File: src/rtl/uart_rx_fifo_if.sv
// Valid/ready stream carrying received UART words and their per-word status flags.
interface uart_rx_fifo_if #(
    parameter int unsigned DATA_W = 8
);
    logic [DATA_W-1:0] m_data;
    logic              m_perr;
    logic              m_ferr;
    logic              m_break;
    logic              m_valid;
    logic              m_ready;

    modport master (
        output m_data,
        output m_perr,
        output m_ferr,
        output m_break,
        output m_valid,
        input  m_ready
    );

    modport slave (
        input  m_data,
        input  m_perr,
        input  m_ferr,
        input  m_break,
        input  m_valid,
        output m_ready
    );
endinterface

File: src/rtl/uart_rx_fifo.sv
// UART receiver with runtime word length, parity and stop-bit count, 3-sample majority voting,
// and a first-word-fall-through FIFO whose head entry and flags are registered.
module uart_rx_fifo #(
    parameter int unsigned DATA_W     = 8,
    parameter int unsigned FIFO_DEPTH = 4,
    parameter int unsigned CNT_W      = 13
) (
    input  logic                         clk,
    input  logic                         rst,
    input  logic                         rx,
    input  logic [CNT_W-1:0]             clks_per_bit,
    input  logic [3:0]                   data_bits,
    input  logic [1:0]                   parity_mode,
    input  logic                         two_stop,
    uart_rx_fifo_if.master               m,
    output logic                         overrun,
    input  logic                         clr_overrun,
    output logic                         busy,
    output logic [$clog2(FIFO_DEPTH):0]  level
);

    localparam int unsigned AW = $clog2(FIFO_DEPTH);
    localparam int unsigned LW = AW + 1;
    localparam int unsigned EW = DATA_W + 3;

    typedef enum logic [2:0] {
        StIdle,
        StStart,
        StData,
        StParity,
        StStop1,
        StStop2,
        StResync
    } state_e;

    // Synchronizer and edge history
    logic sync1_q, rs_q, rs_prev_q;

    always_ff @(posedge clk) begin
        if (!rst) begin
            sync1_q   <= 1'b1;
            rs_q      <= 1'b1;
            rs_prev_q <= 1'b1;
        end else begin
            sync1_q   <= rx;
            rs_q      <= sync1_q;
            rs_prev_q <= rs_q;
        end
    end

    // Receiver state
    state_e            state_q;
    logic [CNT_W-1:0]  cnt_q, cpb_q;
    logic [3:0]        bits_q, bit_idx_q;
    logic              par_en_q, par_odd_q, two_stop_q;
    logic              s0_q, s1_q;
    logic [DATA_W-1:0] data_q;
    logic              par_bit_q, perr_q, busy_q;

    logic [CNT_W-1:0]  half;
    logic              at_s0, at_s1, at_dec, at_end, maj;
    logic [3:0]        bits_eff;
    logic              stop_dec, push, push_ferr, push_brk;
    logic [EW-1:0]     push_word;

    assign half   = cpb_q >> 1;
    assign at_s0  = (cnt_q == half - CNT_W'(1));
    assign at_s1  = (cnt_q == half);
    assign at_dec = (cnt_q == half + CNT_W'(1));
    assign at_end = (cnt_q == cpb_q - CNT_W'(1));
    assign maj    = (s0_q & s1_q) | (s0_q & rs_q) | (s1_q & rs_q);

    assign bits_eff = (data_bits < 4'd5 || data_bits > 4'(DATA_W)) ? 4'(DATA_W) : data_bits;

    assign stop_dec  = (state_q == StStop1 || state_q == StStop2) && at_dec;
    assign push      = stop_dec && (!maj || state_q == StStop2 || !two_stop_q);
    assign push_ferr = !maj;
    assign push_brk  = !maj && (data_q == '0) && !par_bit_q;
    assign push_word = {push_brk, push_ferr, perr_q, data_q};

    always_ff @(posedge clk) begin
        if (!rst) begin
            state_q    <= StIdle;
            cnt_q      <= '0;
            cpb_q      <= '0;
            bits_q     <= '0;
            bit_idx_q  <= '0;
            par_en_q   <= 1'b0;
            par_odd_q  <= 1'b0;
            two_stop_q <= 1'b0;
            s0_q       <= 1'b1;
            s1_q       <= 1'b1;
            data_q     <= '0;
            par_bit_q  <= 1'b0;
            perr_q     <= 1'b0;
            busy_q     <= 1'b0;
        end else begin
            if (at_s0) s0_q <= rs_q;
            if (at_s1) s1_q <= rs_q;
            cnt_q <= at_end ? '0 : cnt_q + CNT_W'(1);

            unique case (state_q)
                StIdle: begin
                    cnt_q <= '0;
                    if (rs_prev_q && !rs_q) begin
                        // Frame format is frozen for the whole frame from here on
                        state_q    <= StStart;
                        busy_q     <= 1'b1;
                        cpb_q      <= clks_per_bit;
                        bits_q     <= bits_eff;
                        par_en_q   <= (parity_mode == 2'b01) || (parity_mode == 2'b10);
                        par_odd_q  <= (parity_mode == 2'b10);
                        two_stop_q <= two_stop;
                        bit_idx_q  <= '0;
                        data_q     <= '0;
                        par_bit_q  <= 1'b0;
                        perr_q     <= 1'b0;
                    end
                end
                StStart: begin
                    if (at_dec && maj) begin
                        state_q <= StIdle;
                        busy_q  <= 1'b0;
                    end else if (at_end) begin
                        state_q <= StData;
                    end
                end
                StData: begin
                    if (at_dec) begin
                        for (int i = 0; i < int'(DATA_W); i++) begin
                            if (bit_idx_q == 4'(i)) data_q[i] <= maj;
                        end
                    end
                    if (at_end) begin
                        if (bit_idx_q == bits_q - 4'd1) begin
                            state_q <= par_en_q ? StParity : StStop1;
                        end else begin
                            bit_idx_q <= bit_idx_q + 4'd1;
                        end
                    end
                end
                StParity: begin
                    if (at_dec) begin
                        par_bit_q <= maj;
                        perr_q    <= ((^data_q) ^ maj) != par_odd_q;
                    end
                    if (at_end) state_q <= StStop1;
                end
                StStop1: begin
                    if (at_dec && !maj) begin
                        state_q <= StResync;
                    end else if (at_dec && !two_stop_q) begin
                        // Leave at mid-stop so an early next start edge is not missed
                        state_q <= StIdle;
                        busy_q  <= 1'b0;
                    end else if (at_end) begin
                        state_q <= StStop2;
                    end
                end
                StStop2: begin
                    if (at_dec) begin
                        if (!maj) begin
                            state_q <= StResync;
                        end else begin
                            state_q <= StIdle;
                            busy_q  <= 1'b0;
                        end
                    end
                end
                StResync: begin
                    cnt_q <= '0;
                    if (rs_q) begin
                        state_q <= StIdle;
                        busy_q  <= 1'b0;
                    end
                end
                default: begin
                    state_q <= StIdle;
                    busy_q  <= 1'b0;
                end
            endcase
        end
    end

    // Output FIFO
    logic [EW-1:0] mem_q [FIFO_DEPTH];
    logic [AW-1:0] wr_ptr_q, rd_ptr_q, rd_ptr_d;
    logic [LW-1:0] level_q, level_d, level_after_pop;
    logic [EW-1:0] head_q, head_d;
    logic          overrun_q;
    logic          full, pop, wr_en;

    assign full            = (level_q == LW'(FIFO_DEPTH));
    assign pop             = (level_q != '0) && m.m_ready;
    assign wr_en           = push && (!full || pop);
    assign rd_ptr_d        = rd_ptr_q + AW'(pop);
    assign level_after_pop = level_q - LW'(pop);
    assign level_d         = level_after_pop + LW'(wr_en);

    always_comb begin
        head_d = head_q;
        if (level_d == '0) begin
            head_d = '0;
        end else if (level_after_pop == '0) begin
            // FIFO drains to only the incoming word, so it bypasses storage
            head_d = push_word;
        end else begin
            head_d = mem_q[rd_ptr_d];
        end
    end

    always_ff @(posedge clk) begin
        if (wr_en) mem_q[wr_ptr_q] <= push_word;
    end

    always_ff @(posedge clk) begin
        if (!rst) begin
            wr_ptr_q  <= '0;
            rd_ptr_q  <= '0;
            level_q   <= '0;
            head_q    <= '0;
            overrun_q <= 1'b0;
        end else begin
            if (wr_en) wr_ptr_q <= wr_ptr_q + AW'(1);
            rd_ptr_q <= rd_ptr_d;
            level_q  <= level_d;
            head_q   <= head_d;
            if (push && full && !pop) begin
                overrun_q <= 1'b1;
            end else if (clr_overrun) begin
                overrun_q <= 1'b0;
            end
        end
    end

    assign m.m_data  = head_q[DATA_W-1:0];
    assign m.m_perr  = head_q[DATA_W];
    assign m.m_ferr  = head_q[DATA_W+1];
    assign m.m_break = head_q[DATA_W+2];
    assign m.m_valid = (level_q != '0);
    assign overrun   = overrun_q;
    assign busy      = busy_q;
    assign level     = level_q;

endmodule
File: src/flat_wrapper.sv
// flat-port wrapper written by rule: the top's interface ports become plain ports
module uart_rx_fifo_flat 
#(
    parameter int unsigned DATA_W     = 8,
    parameter int unsigned FIFO_DEPTH = 4,
    parameter int unsigned CNT_W      = 13
)
  (clk, rst, rx, clks_per_bit, data_bits, parity_mode, two_stop, overrun, clr_overrun, busy, level, m_m_data, m_m_perr, m_m_ferr, m_m_break, m_m_valid, m_m_ready);
  uart_rx_fifo_if #(.DATA_W(DATA_W)) m_i ();
  input  logic clk;
  input  logic rst;
  input  logic rx;
  input  logic [CNT_W-1:0] clks_per_bit;
  input  logic [3:0] data_bits;
  input  logic [1:0] parity_mode;
  input  logic two_stop;
  output logic overrun;
  input  logic clr_overrun;
  output logic busy;
  output logic [$clog2(FIFO_DEPTH):0] level;
  output wire logic [$bits(m_i.m_data)-1:0] m_m_data;
  output wire logic [$bits(m_i.m_perr)-1:0] m_m_perr;
  output wire logic [$bits(m_i.m_ferr)-1:0] m_m_ferr;
  output wire logic [$bits(m_i.m_break)-1:0] m_m_break;
  output wire logic [$bits(m_i.m_valid)-1:0] m_m_valid;
  input wire logic [$bits(m_i.m_ready)-1:0] m_m_ready;
  assign m_m_data = m_i.m_data;
  assign m_m_perr = m_i.m_perr;
  assign m_m_ferr = m_i.m_ferr;
  assign m_m_break = m_i.m_break;
  assign m_m_valid = m_i.m_valid;
  assign m_i.m_ready = m_m_ready;
  uart_rx_fifo #(.DATA_W(DATA_W), .FIFO_DEPTH(FIFO_DEPTH), .CNT_W(CNT_W)) u_core (.clk(clk), .rst(rst), .rx(rx), .clks_per_bit(clks_per_bit), .data_bits(data_bits), .parity_mode(parity_mode), .two_stop(two_stop), .m(m_i), .overrun(overrun), .clr_overrun(clr_overrun), .busy(busy), .level(level));
endmodule
File: config.mk
export PLATFORM = sky130hd
export DESIGN_NAME = uart_rx_fifo_flat
export DESIGN_NICKNAME = d
export VERILOG_FILES = /design/src/rtl/uart_rx_fifo_if.sv /design/src/rtl/uart_rx_fifo.sv /design/src/flat_wrapper.sv
export SDC_FILE = /design/constraint.sdc
export NUM_CORES = 1
export LEC_CHECK = 0
export CAP_MARGIN = 20
export CORE_AREA = 2 2 150 152
export CTS_CLUSTER_SIZE = 20
export DETAILED_ROUTE_END_ITERATION = 12
export DIE_AREA = 0 0 152 154
export GPL_ROUTABILITY_DRIVEN = 0
export PLACE_DENSITY = 0.56
export SLEW_MARGIN = 5
export SYNTH_ARGS = -nofsm -noshare
export SYNTH_HDL_FRONTEND = slang
export SYNTH_SLANG_ARGS = --single-unit
File: constraint.sdc
create_clock -name clk -period 3.19 [get_ports clk]
set_input_delay 0.4785 -clock clk [delete_from_list [all_inputs] [get_ports clk]]
set_output_delay 0.4785 -clock clk [all_outputs]
set_load 0.01 [all_outputs]
==> impl_metrics.yaml <==
status:
  run_status: "complete, no violations"
sta:
  period_share_pct: 95.71
  worst_slew_margin_rel_pct: 58.23
  fin_setup_tns_ps: 0
  hold_viol: 0
  holdWs_ps: 416.1
  setup_viol: 0
  fmax_ghz: 0.3275
  rsz0062_at_grt: "no"
  final_max_slew_viol_count: 0
  worst_slew_pin_slew_ps: 625.8
  fin_crit_ps: 3053
  finClkSkew_ps: 14.83
logic_synthesis:
  synth_seq_area_share_pct: 43.62
  syn_area_um2: 6471
  syn_avg_cell_area_um2: 9.746
  ys_ff_latch: 119
  ys_types: 70
  syn_nets: 712
  synth_flop_cell: "dfxtp_1"
  synth_edf_count: 44
  syn_inst: 664
  synth-warning-count: 0
  postSynth.asyncResetShare_pct: 0
routing:
  drcViolationCount: 0
  avgViaCountPerCell: 4.897
  wl_per_cell_um: 15.37
  drtIter0Drc: 303
  vias: 4970
  wirelength_um: 15600
  first_pass_iters: 5
  ant_nets: 0
placement:
  place_inst: 982
  dpl.hpwl_um: 11070
  io_buffer_count: 41
global_route:
  grtUsageTotal_pct: 13.48
  grt_max_degree: 23
  grt_pass1_vias: 4687
  antenna_found_initial: 0
  grt_pass1_wl_um: 24920
  grt_overflow: 0
floorplanning:
  die_area_um2: 23410
  fp.dieW_um: 152
  pin_count: 42
  rows: 54
  die_h_um: 154
  initial_core_util_pct: 29.84
  core_um2: 21690
finish:
  num-fill-cells: 2163
  syn_to_final_growth_pct: 24.90
  nets: 770
  utilization_pct: 37.27
  drive_gt1_share_pct: 15.92
  diodes: 0
  fin_cells: 1015
power:
  p_leak_nw: 3.019
  power.density_nw_per_um2: 614.5
  ir_drop_v: 0.0003779
  power.total_mw: 4.967
setup_path:
  worstSetupStartpointType: "flip-flop"
  crit_path_cell_trace: "nor2b_2 > nand3_1 > a211o_1 > a2111oi_4 > nand4_1 > and3b_2 > ha_1 > ha_1 > o31ai_4 > buf_6 > nor2_1"
  cpMostUsedCell: "ha_1"
  cp-end-kind: "flip-flop"
  critPathSlowestCell: "dfxtp_1"
  cp_max_fo: 6
  critical-path-max-stage-delay_ps: 400
  required_ps: 3500
  cp.arrival_ps: 3360
  worstSetupPathType: "flip-flop to flip-flop"
clock_tree:
  clkSinkCount: 119
  cts_max_level: 4
  clock_latency_ps: 430
  postCtsHoldBufs: 0
  clockBufferDepth: 2
  cts_tree: "built"
  cts-root-buf: "clkbuf_16"
  path_clk_slew_ps: 60
  numCtsBuffers: 17
min_path:
  hp-class: "flip-flop to flip-flop"
job:
  max-cap-violations: 0
registers in the layout, indices dropped and copies added (netlist names), 3 cells and up:
register / count
u_core.mem_q: 44
u_core.cnt_q: 13
u_core.cpb_q: 13
u_core.head_q: 11
u_core.data_q: 8
u_core.bit_idx_q: 4
u_core.bits_q: 4
u_core.level: 3
u_core.state_q: 3
layer usage:
metal / up-vias / track usage (%) / part of all wire [%] / wire length [µm]
met3: 13 / 2.959 / 4.2 / 655
met1: 2360 / 18.28 / 48 / 7493
li1: 2481 / - / - / -
met5: - / 0 / 0 / 0
met2: 116 / 21.02 / 46 / 7217
met4: 0 / 5.162 / 1.5 / 230
repair_timing:
action | 4_1_cts | 5_1_grt
setup buffers | 0 | 0
resized for setup | 0 | 27
hold endpoints to repair | 0 | 0
endpoints found under the setup margin | 0 | 11
path summary, 6_finish.rpt:
path | end | slack, ps | cells after the start | from
hold reg to reg | u_core.rs_q$_SDFF_PN1_ | 420 | 1 | u_core.sync1_q$_SDFF_PN1_
hold / removal | u_core.rs_q$_SDFF_PN1_ | 420 | 1 | u_core.sync1_q$_SDFF_PN1_
setup reg to reg | u_core.head_q[9]$_SDFF_PP0_ | 140 | 11 | u_core.cpb_q[10]$_SDFFE_PN0P_
setup / recovery | u_core.head_q[9]$_SDFF_PP0_ | 140 | 11 | u_core.cpb_q[10]$_SDFFE_PN0P_
cell usage after synthesis, types with 4 or more instances:
library cell  count  area share [%]
xor2_1           27             3.7
o21a_1            8            0.93
dfxtp_1          75              23
and2_1           14             1.4
buf_4             4            0.46
nand2_1          58             3.4
a211o_1           5            0.68
buf_2            12            0.93
mux2i_1          19             2.9
nor4_1            4            0.39
or3_1             8            0.77
a21o_1            4            0.46
nor2b_1           8            0.77
and3_1           16             1.5
o21ai_0          15             1.2
nand4_1           6            0.58
nand4b_1          4            0.54
clkbuf_1         26             1.5
xnor2_1          32             4.3
a21oi_1          33             2.6
a31oi_1           8            0.77
buf_1             4            0.23
ha_1             23             4.4
mux4_2           11             3.8
a211oi_1          7            0.81
nor3_1           19             1.5
and4_1            6            0.81
nand3_1          21             1.6
inv_1            27             1.6
nand2b_1          8            0.77
edfxtp_1         44              20
nor2_1           54             3.1
critical path, delay by kind of cell, from the launching register on:
family	cells	cell delay, ps
DFF	1	400
adders and majority gates	2	400
buffers and inverters	1	170
and+or+nand+nor	5	890
AOI/OAI and AO/OA	3	1070
layout by cell type, fill, tap and decap left out, types with 21 or more instances in the layout:
cell type	count
a21oi_1	33
dfxtp_1	68
edfxtp_1	44
nand2_1	58
nor2_1	54
clkdlybuf4s50_1	41
inv_1	27
xor2_1	25
nand3_1	21
buf_4	37
xnor2_1	30
ha_1	22
per-stage QoR:
stage                     instance area [µm²]  setup WS, ps
final                                    8083         136.9
after global routing                     8083         19.33
after CTS                                7971         69.65
after detailed placement                 7398         80.82
after global placement                   7398         202.4
after floorplan                          6472         57.01
layout make-up:
cell class                      instances  area, µm²  share of cell area [%]
Tap cell                              280      350.3                   4.334
Inverter                               28      105.1                   1.300
Sequential cell                       119       2831                   35.03
Clock buffer                           17      425.4                   5.263
Clock inverter                         15      147.6                   1.827
Multi-Input combinational cell        470       3410                   42.18
Timing Repair Buffer                   86      813.3                   10.06
power breakdown:
| part | switching [mW] | internal, mW |
|---|---|---|
| Clock | 0.829 | 1.04 |
| Combinational | 0.703 | 0.686 |
| Sequential | 0.0707 | 1.64 |
cell families after synthesis:
logic type	share of synthesized area, %
buf+inv	4.930
compound gates	11.31
mux	7.115
simple gates	20.34
fa+ha+maj	4.447
flops	43.62
xor+xnor	8.237
No activity file was read; power rests on OpenSTA's default activity.
